**config.mk**
```make
export PLATFORM = sky130hd
export DESIGN_NAME = spi_slave_rx
export DESIGN_NICKNAME = d
export VERILOG_FILES = /design/src/rtl/spi_pkg.sv /design/src/rtl/spi_sync.sv /design/src/rtl/spi_slave_rx.sv
export SDC_FILE = /design/constraint.sdc
export NUM_CORES = 1
export LEC_CHECK = 0
export ABC_AREA = 1
export CORE_UTILIZATION = 55
export DETAILED_ROUTE_END_ITERATION = 12
export GPL_ROUTABILITY_DRIVEN = 0
export MAX_ROUTING_LAYER = met4
export PLACE_DENSITY = 0.79
export REMOVE_ABC_BUFFERS = 1
export SETUP_SLACK_MARGIN = 0.2
export SYNTH_ARGS = -nofsm -noshare
export SYNTH_HDL_FRONTEND = slang
export SYNTH_SLANG_ARGS = --single-unit
export TNS_END_PERCENT = 100
```
**constraint.sdc**
```tcl
create_clock -name clk -period 1.86 [get_ports clk]
set_input_delay 0.279 -clock clk [delete_from_list [all_inputs] [get_ports clk]]
set_output_delay 0.279 -clock clk [all_outputs]
set_load 0.02 [all_outputs]
```
**src/rtl/spi_pkg.sv**
```systemverilog
// Shared SPI definitions used by both the SPI master and slave blocks.
// Holds the default frame width and the receiver state encoding.
package spi_pkg;

    localparam int unsigned SPI_DATA_W = 8;

    typedef enum logic {
        IDLE  = 1'b0,
        SHIFT = 1'b1
    } spi_state_t;

endpackage

```
**src/rtl/spi_sync.sv**
```systemverilog
// Multi-flop synchronizer for one asynchronous input bit.
// The reset value lets each line come out of reset at its idle level.
module spi_sync #(
    parameter int unsigned STAGES  = 2,
    parameter logic        RST_VAL = 1'b0
) (
    input  logic clk,
    input  logic rst,
    input  logic i_d,
    output logic o_q
);

    logic [STAGES-1:0] r_ff;

    always_ff @(posedge clk) begin
        if (rst) begin
            r_ff <= {STAGES{RST_VAL}};
        end else begin
            r_ff <= {r_ff[STAGES-2:0], i_d};
        end
    end

    assign o_q = r_ff[STAGES-1];

endmodule

```
**src/rtl/spi_slave_rx.sv**
```systemverilog
// SPI mode-0 receive-only slave: synchronizes sclk/cs/mosi into clk, shifts
// MSB-first frames and hands completed words out on a valid/ready register.
module spi_slave_rx
    import spi_pkg::*;
#(
    parameter int unsigned DATA_W      = SPI_DATA_W,
    parameter int unsigned SYNC_STAGES = 2
) (
    input  logic              clk,
    input  logic              rst,
    input  logic              sclk,
    input  logic              cs,
    input  logic              mosi,
    output logic [DATA_W-1:0] rx_data,
    output logic              rx_valid,
    input  logic              rx_ready,
    output logic              busy,
    output logic              frame_err,
    output logic              overrun
);

    localparam int unsigned       CNT_W    = $clog2(DATA_W);
    localparam logic [CNT_W-1:0] LAST_BIT = CNT_W'(DATA_W - 1);

    logic w_sclk_s;
    logic w_cs_s;
    logic w_mosi_s;

    spi_sync #(.STAGES(SYNC_STAGES), .RST_VAL(1'b0)) u_sync_sclk (
        .clk (clk),
        .rst (rst),
        .i_d (sclk),
        .o_q (w_sclk_s)
    );

    spi_sync #(.STAGES(SYNC_STAGES), .RST_VAL(1'b1)) u_sync_cs (
        .clk (clk),
        .rst (rst),
        .i_d (cs),
        .o_q (w_cs_s)
    );

    spi_sync #(.STAGES(SYNC_STAGES), .RST_VAL(1'b0)) u_sync_mosi (
        .clk (clk),
        .rst (rst),
        .i_d (mosi),
        .o_q (w_mosi_s)
    );

    spi_state_t        r_state;
    spi_state_t        w_next;
    logic              r_sclk_d;
    logic [CNT_W-1:0]  r_bit_cnt;
    logic [DATA_W-1:0] r_shift;
    logic              r_done;
    logic [DATA_W-1:0] r_data;
    logic              r_valid;
    logic              r_frame_err;
    logic              r_overrun;

    logic w_rise;
    logic w_start;
    logic w_abort;
    logic w_shift_en;
    logic w_last;
    logic w_free;

    assign w_rise = w_sclk_s & ~r_sclk_d;
    assign w_last = (r_bit_cnt == LAST_BIT);
    assign w_free = ~r_valid | rx_ready;

    always_comb begin
        w_next     = r_state;
        w_start    = 1'b0;
        w_abort    = 1'b0;
        w_shift_en = 1'b0;
        case (r_state)
            IDLE: begin
                if (!w_cs_s) begin
                    w_next  = SHIFT;
                    w_start = 1'b1;
                end
            end
            SHIFT: begin
                if (w_cs_s) begin
                    w_next  = IDLE;
                    w_abort = 1'b1;
                end else begin
                    w_shift_en = w_rise;
                end
            end
            default: w_next = IDLE;
        endcase
    end

    always_ff @(posedge clk) begin
        if (rst) begin
            r_state <= IDLE;
        end else begin
            r_state <= w_next;
        end
    end

    // The completed word is handed off one cycle after the final strobe,
    // giving SYNC_STAGES+2 cycles from the last sclk pin edge to rx_valid.
    always_ff @(posedge clk) begin
        if (rst) begin
            r_sclk_d    <= 1'b0;
            r_bit_cnt   <= '0;
            r_shift     <= '0;
            r_done      <= 1'b0;
            r_data      <= '0;
            r_valid     <= 1'b0;
            r_frame_err <= 1'b0;
            r_overrun   <= 1'b0;
        end else begin
            r_sclk_d    <= w_sclk_s;
            r_done      <= 1'b0;
            r_frame_err <= w_abort && (r_bit_cnt != '0);
            r_overrun   <= r_done && !w_free;

            if (w_start || w_abort) begin
                r_bit_cnt <= '0;
                r_shift   <= '0;
            end else if (w_shift_en) begin
                r_shift   <= {r_shift[DATA_W-2:0], w_mosi_s};
                r_bit_cnt <= w_last ? '0 : r_bit_cnt + CNT_W'(1);
                r_done    <= w_last;
            end

            if (r_done && w_free) begin
                r_data  <= r_shift;
                r_valid <= 1'b1;
            end else if (r_valid && rx_ready) begin
                r_valid <= 1'b0;
            end
        end
    end

    assign rx_data   = r_data;
    assign rx_valid  = r_valid;
    assign busy      = (r_state == SHIFT);
    assign frame_err = r_frame_err;
    assign overrun   = r_overrun;

endmodule
```
After elaboration in Yosys (flattened, before gate mapping)
Index checks and enable logic that the tools add are counted.
{"block": "word_totals", "register_bits": 31, "in_bits": 6, "word_cells": 38}
{"block": "classes", "n_addsub": 1, "eq_ne": 1, "mux": 9, "bitwise_logic": 5, "n_reduce_logical": 10}
{"operator": "$mux 1", "n": 8}
{"operator": "$logic_and 1x1->1", "n": 4}
{"operator": "$add 3x1->3 const B", "n": 1}
{"operator": "$eq 3x3->1 const B", "n": 1}
{"operator": "$mux 3", "n": 1}
{"operator": "$not 1->1", "n": 3}
{"operator": "$reduce_bool 3->1", "n": 1}
{"operator": "$reduce_or 3->1", "n": 1}
{"operator": "$reduce_bool 2->1", "n": 1}
{"operator": "$reduce_or 2->1", "n": 1}
{"operator": "$and 1x1->1", "n": 1}
{"operator": "$logic_not 1->1", "n": 1}
{"operator": "$logic_or 1x1->1", "n": 1}
{"operator": "$or 1x1->1", "n": 1}

Logic depth before layout (Yosys ltp)
{"block": "logic_depth", "depth_word": 6, "ltp_mapped": 7, "ltp_nobuf": 7}

Cells and area by module
From an unflattened synthesis, not the netlist that was laid out.
{"block": "hier_totals", "cells_unflattened": 161, "area_unflattened_um2": 1206.2}
{"mod": "spi_slave_rx", "n_inst": 1, "cells_each": 142, "area_per_inst_um2": 1037.2}
{"mod": "spi_sync (u_sync_mosi ...)", "n_inst": 2, "cells_each": 6, "area_per_inst_um2": 55.1}
{"mod": "spi_sync (u_sync_cs)", "n_inst": 1, "cells_each": 7, "area_per_inst_um2": 58.8}

Worst setup path before layout
No wires, ideal clock.
{"block": "synth_timing", "path_kind": "register to register", "startpoint": "register r_state (netlist: busy)", "endpoint": "register r_bit_cnt[0]", "arrival_ns": 1.107, "required_ns": 1.796, "slack_ns": 0.689, "path_stages_with_launch": 7, "n_path_buf": 1, "cell_sequence": "dfxtp_1 > ha_1 > inv_1 > nor2_1 > buf_4 > nand2_1 > nor2_1"}
{"block": "synth_between", "elab_chain_cells": 3, "elab_cells_between_ends": 5}
{"element": "from (decl)", "line": "spi_slave_rx.sv:50", "rtl": "spi_state_t r_state;"}
{"element": "from (signal assigned)", "line": "spi_slave_rx.sv:100", "rtl": "r_state <= w_next;"}
{"element": "$mux 1", "line": "spi_slave_rx.sv:77", "rtl": "case (r_state)"}
{"element": "$logic_or 1x1->1", "line": "spi_slave_rx.sv:122", "rtl": "if (w_start || w_abort) begin"}
{"element": "$reduce_or 2->1 (no source line)"}
{"element": "to (signal assigned)", "line": "spi_slave_rx.sv:127", "rtl": "r_bit_cnt <= w_last ? '0 : r_bit_cnt + CNT_W'(1);"}
{"element": "to (decl)", "line": "spi_slave_rx.sv:53", "rtl": "logic [CNT_W-1:0] r_bit_cnt;"}
Parallel ways exist; a longest one is shown, timed or not.
A chain may end at the register's enable or synchronous reset.

Final worst setup path
{"block": "layout_timing", "startpoint": "register r_state (netlist: busy)", "endpoint": "output busy"}
{"element": "to (decl)", "line": "spi_slave_rx.sv:17", "rtl": "output logic busy,"}
No word-level cell between the ends.

==> metrics.txt <==
Routed WL about 2000 µm; area grow syn2layout 19.5%; CTS clk-pin slew, worst paths 80 ps; critical path depth in cells 1; # clock sinks 31; Reg-to-Reg End r_bit_cnt[1]$_SDFFE_PP0P_; Die H just under 50 µm; CTS Buffer Depth 2; die area roughly 0.0024 mm²; Hold Fails Final Rpt 0; share of cells above drive strength 1 about 10%; leading register cell type out of synthesis dfxtp_1; CP Cell Sequence clkdlybuf4s50_1; final net count 189; vias about 960; worst vdd ir roughly 0.56 mV; startpoint types register; Clk Latency, worst-skew pair about 310 ps; clock period minus final worst setup slack around 1600 ps; drt first pass iters 4; most frequent cell after synthesis nor2_1; min-delay worst type reg2reg; Final ANT Viol Nets 0; Total Power Consumption 1070 µW; Rel. slew slack roughly 70%; power per cell area between 700 and 800 mW/mm²; Worst Setup Path Type reg2out; drt initial violations 17; critical path arrival 1280 ps; Max Slew Vio Count 0; Syn Inst Count 158; maximum clock rate between 600 and 700 MHz; vias in the first global route 940; unrepaired setup endpoints after global routing false; CTS tree yes; Setup Skew between 15 and 20 ps; DP HPWL around 1500 µm; DP Worst Slack a little under 300 ps; hold_ws about 420 ps; Max FO, Critical Path 3; CP max-delay cell clkdlybuf4s50_1; Distinct cells, synth 19; Worst Reg-to-Reg Cells 5; port buffer count 17; CP peak stage delay about 600 ps; Synth top cells by count nor2_1 (42), nand2_1 (32), dfxtp_1 (31); Die Wd slightly below 50 µm; leakage power 0.000713 µW; CTS Buf Count 5; Synth Warn # 0; post-CTS setup buffer count 0; crit path from busy$_SDFF_PP0_; GR Util All Layers approximately 20%; Avg Inst Size Synth between 7 and 8 µm²; Remaining DRCs 0; Post-synth EDFFs 0; status finished, final reports clean; setup TNS 0 ps; register area share after synthesis between 50% and 60%; core area between 0.002 and 0.0025 mm²; global-route wire length before repair 3710 µm; initial antenna violation count 0; R2R Setup Slk around 540 ps; Max-Cap Viols 0; share of the synthesized area in the top cell type 51.4%; Largest delay share family, worst path buffers and inverters; worst flop-to-flop path startpoint u_sync_cs.r_ff[1]$_SDFF_PP1_; critical path buffer and inverter count 1; final worst setup slack a little over 300 ps; largest area contributor in the netlist dfxtp_1; largest cells by area after synthesis dfxtp_1 (51%), nor2_1 (13%), nand2_1 (9.9%), inv_1 (5.9%), ha_1 (4.1%); Worst EP required roughly 1600 ps; Tcrit/Tclk final 83.6%; Final Setup Violations 0; largest net degree at the start of global routing 20; drt wl/cell 9.69 µm; number of top-level pins 18; Post-synth ARST share 0%; via density per instance roughly 4.6; Root Driver clkbuf_4; Antenna diodes 0; FF+latch count, synth 31; initial cell density of the core between 50% and 60%; Mapped Area ~0.0012 mm²; Rows 16; crit path capture type output pin; crit path to busy; actual slew at the worst max-slew pin between 400 and 500 ps; gr ovfl total 0; H-tree depth 2
==> cell usage in the layout, fill, tap and decap left out <==
cell / Yosys / layout
nor2_4: 1 / 1
clkbuf_4: 0 / 5
dlymetal6s2s_1: 0 / 1
clkdlybuf4s50_1: 0 / 16
dfxtp_1: 31 / 31
a21oi_4: 1 / 1
nor2_2: 2 / 3
inv_1: 19 / 19
clkbuf_1: 0 / 2
nand2_2: 1 / 1
clkinv_1: 1 / 1
inv_2: 2 / 2
nand2_1: 32 / 32
a21oi_1: 4 / 4
nor3_1: 1 / 1
or2_2: 2 / 2
clkinv_2: 0 / 1
nand2_4: 1 / 1
buf_4: 2 / 1
nand3_1: 10 / 10
ha_1: 4 / 4
nor2_1: 42 / 41
==> sequential cells by signal, summed over array words and instances, names as in the netlist <==
signal,count
u_sync_mosi.r_ff,2
rx_valid,1
r_shift,8
frame_err,1
rx_data,8
busy,1
u_sync_sclk.r_ff,2
overrun,1
r_bit_cnt,3
r_done,1
r_sclk_d,1
u_sync_cs.r_ff,2
==> worst register-to-register path, delay by kind of cell, from the launching register on <==
family | cells | cell delay (ps)
and+or+nand+nor | 3 | 570
DFF | 1 | 360
adders and majority gates | 1 | 280
buffers and inverters | 1 | 40
==> where the power goes <==
group / internal [µW] / switching, µW
clock network: 147 / 208
logic: 20.0 / 24.4
registers: 671 / 3.56
==> repair_timing <==
| action | in CTS | in global routing |
|---|---|---|
| gates resized for setup | 0 | 2 |
| endpoints found under the setup margin | 0 | 7 |
| endpoints found under the hold margin | 0 | 0 |
| hold buffers | 0 | 0 |
==> how the worst min path moves through the flow <==
| stage | startpoint | cells after the start | to |
|---|---|---|---|
| after floorplan | rst | 1 | rx_valid$_SDFFE_PP0P_ |
| after global placement | u_sync_cs.r_ff[0]$_SDFF_PP1_ | 1 | u_sync_cs.r_ff[1]$_SDFF_PP1_ |
| after detailed placement | u_sync_cs.r_ff[0]$_SDFF_PP1_ | 1 | u_sync_cs.r_ff[1]$_SDFF_PP1_ |
| after CTS | u_sync_mosi.r_ff[0]$_SDFF_PP0_ | 2 | u_sync_mosi.r_ff[1]$_SDFF_PP0_ |
| after global routing | u_sync_sclk.r_ff[1]$_SDFF_PP0_ | 2 | r_sclk_d$_SDFF_PP0_ |
| final | u_sync_cs.r_ff[0]$_SDFF_PP1_ | 1 | u_sync_cs.r_ff[1]$_SDFF_PP1_ |
==> stage by stage <==
| stage | instance area, µm² | util, % | instances |
|---|---|---|---|
| 6_report | 1440 | 71.3 | 207 |
| 5_1_grt | 1440 | 71.3 | 207 |
| 4_1_cts | 1440 | 71.1 | 207 |
| 3_5_place_dp | 1390 | 68.6 | 199 |
| 3_3_place_gp | 1390 | 68.6 | 199 |
| 2_1_floorplan | 1180 | - | 154 |
==> final cells by class <==
class                           instances  area (µm²)
Clock buffer                            7        45.0
Inverter                               22        82.6
Fill cell                             177         579
Tap cell                               27        33.8
Multi-Input combinational cell        101         475
Sequential cell                        31         621
Clock inverter                          1        5.00
Timing Repair Buffer                   18         180
==> cells by family (layout without fill, tap and decap cells) <==
group | count (synthesis) | count (layout) | synth area share [%]
simple gates | 92 | 92 | 32.0
compound gates | 5 | 5 | 3.01
buf+inv | 26 | 48 | 9.43
fa+ha+maj | 4 | 4 | 4.15
flops | 31 | 31 | 51.4
==> routing by layer <==
metal  GRT usage [%]  vias up  share of wire [%]
met1            21.5      429                 45
li1                -      511                  -
met5               -        -                  0
met3            5.61        2                3.1
met2            37.5       15                 51
met4            5.88        0               0.60
Note: power is estimated with default switching activity, not from simulation.
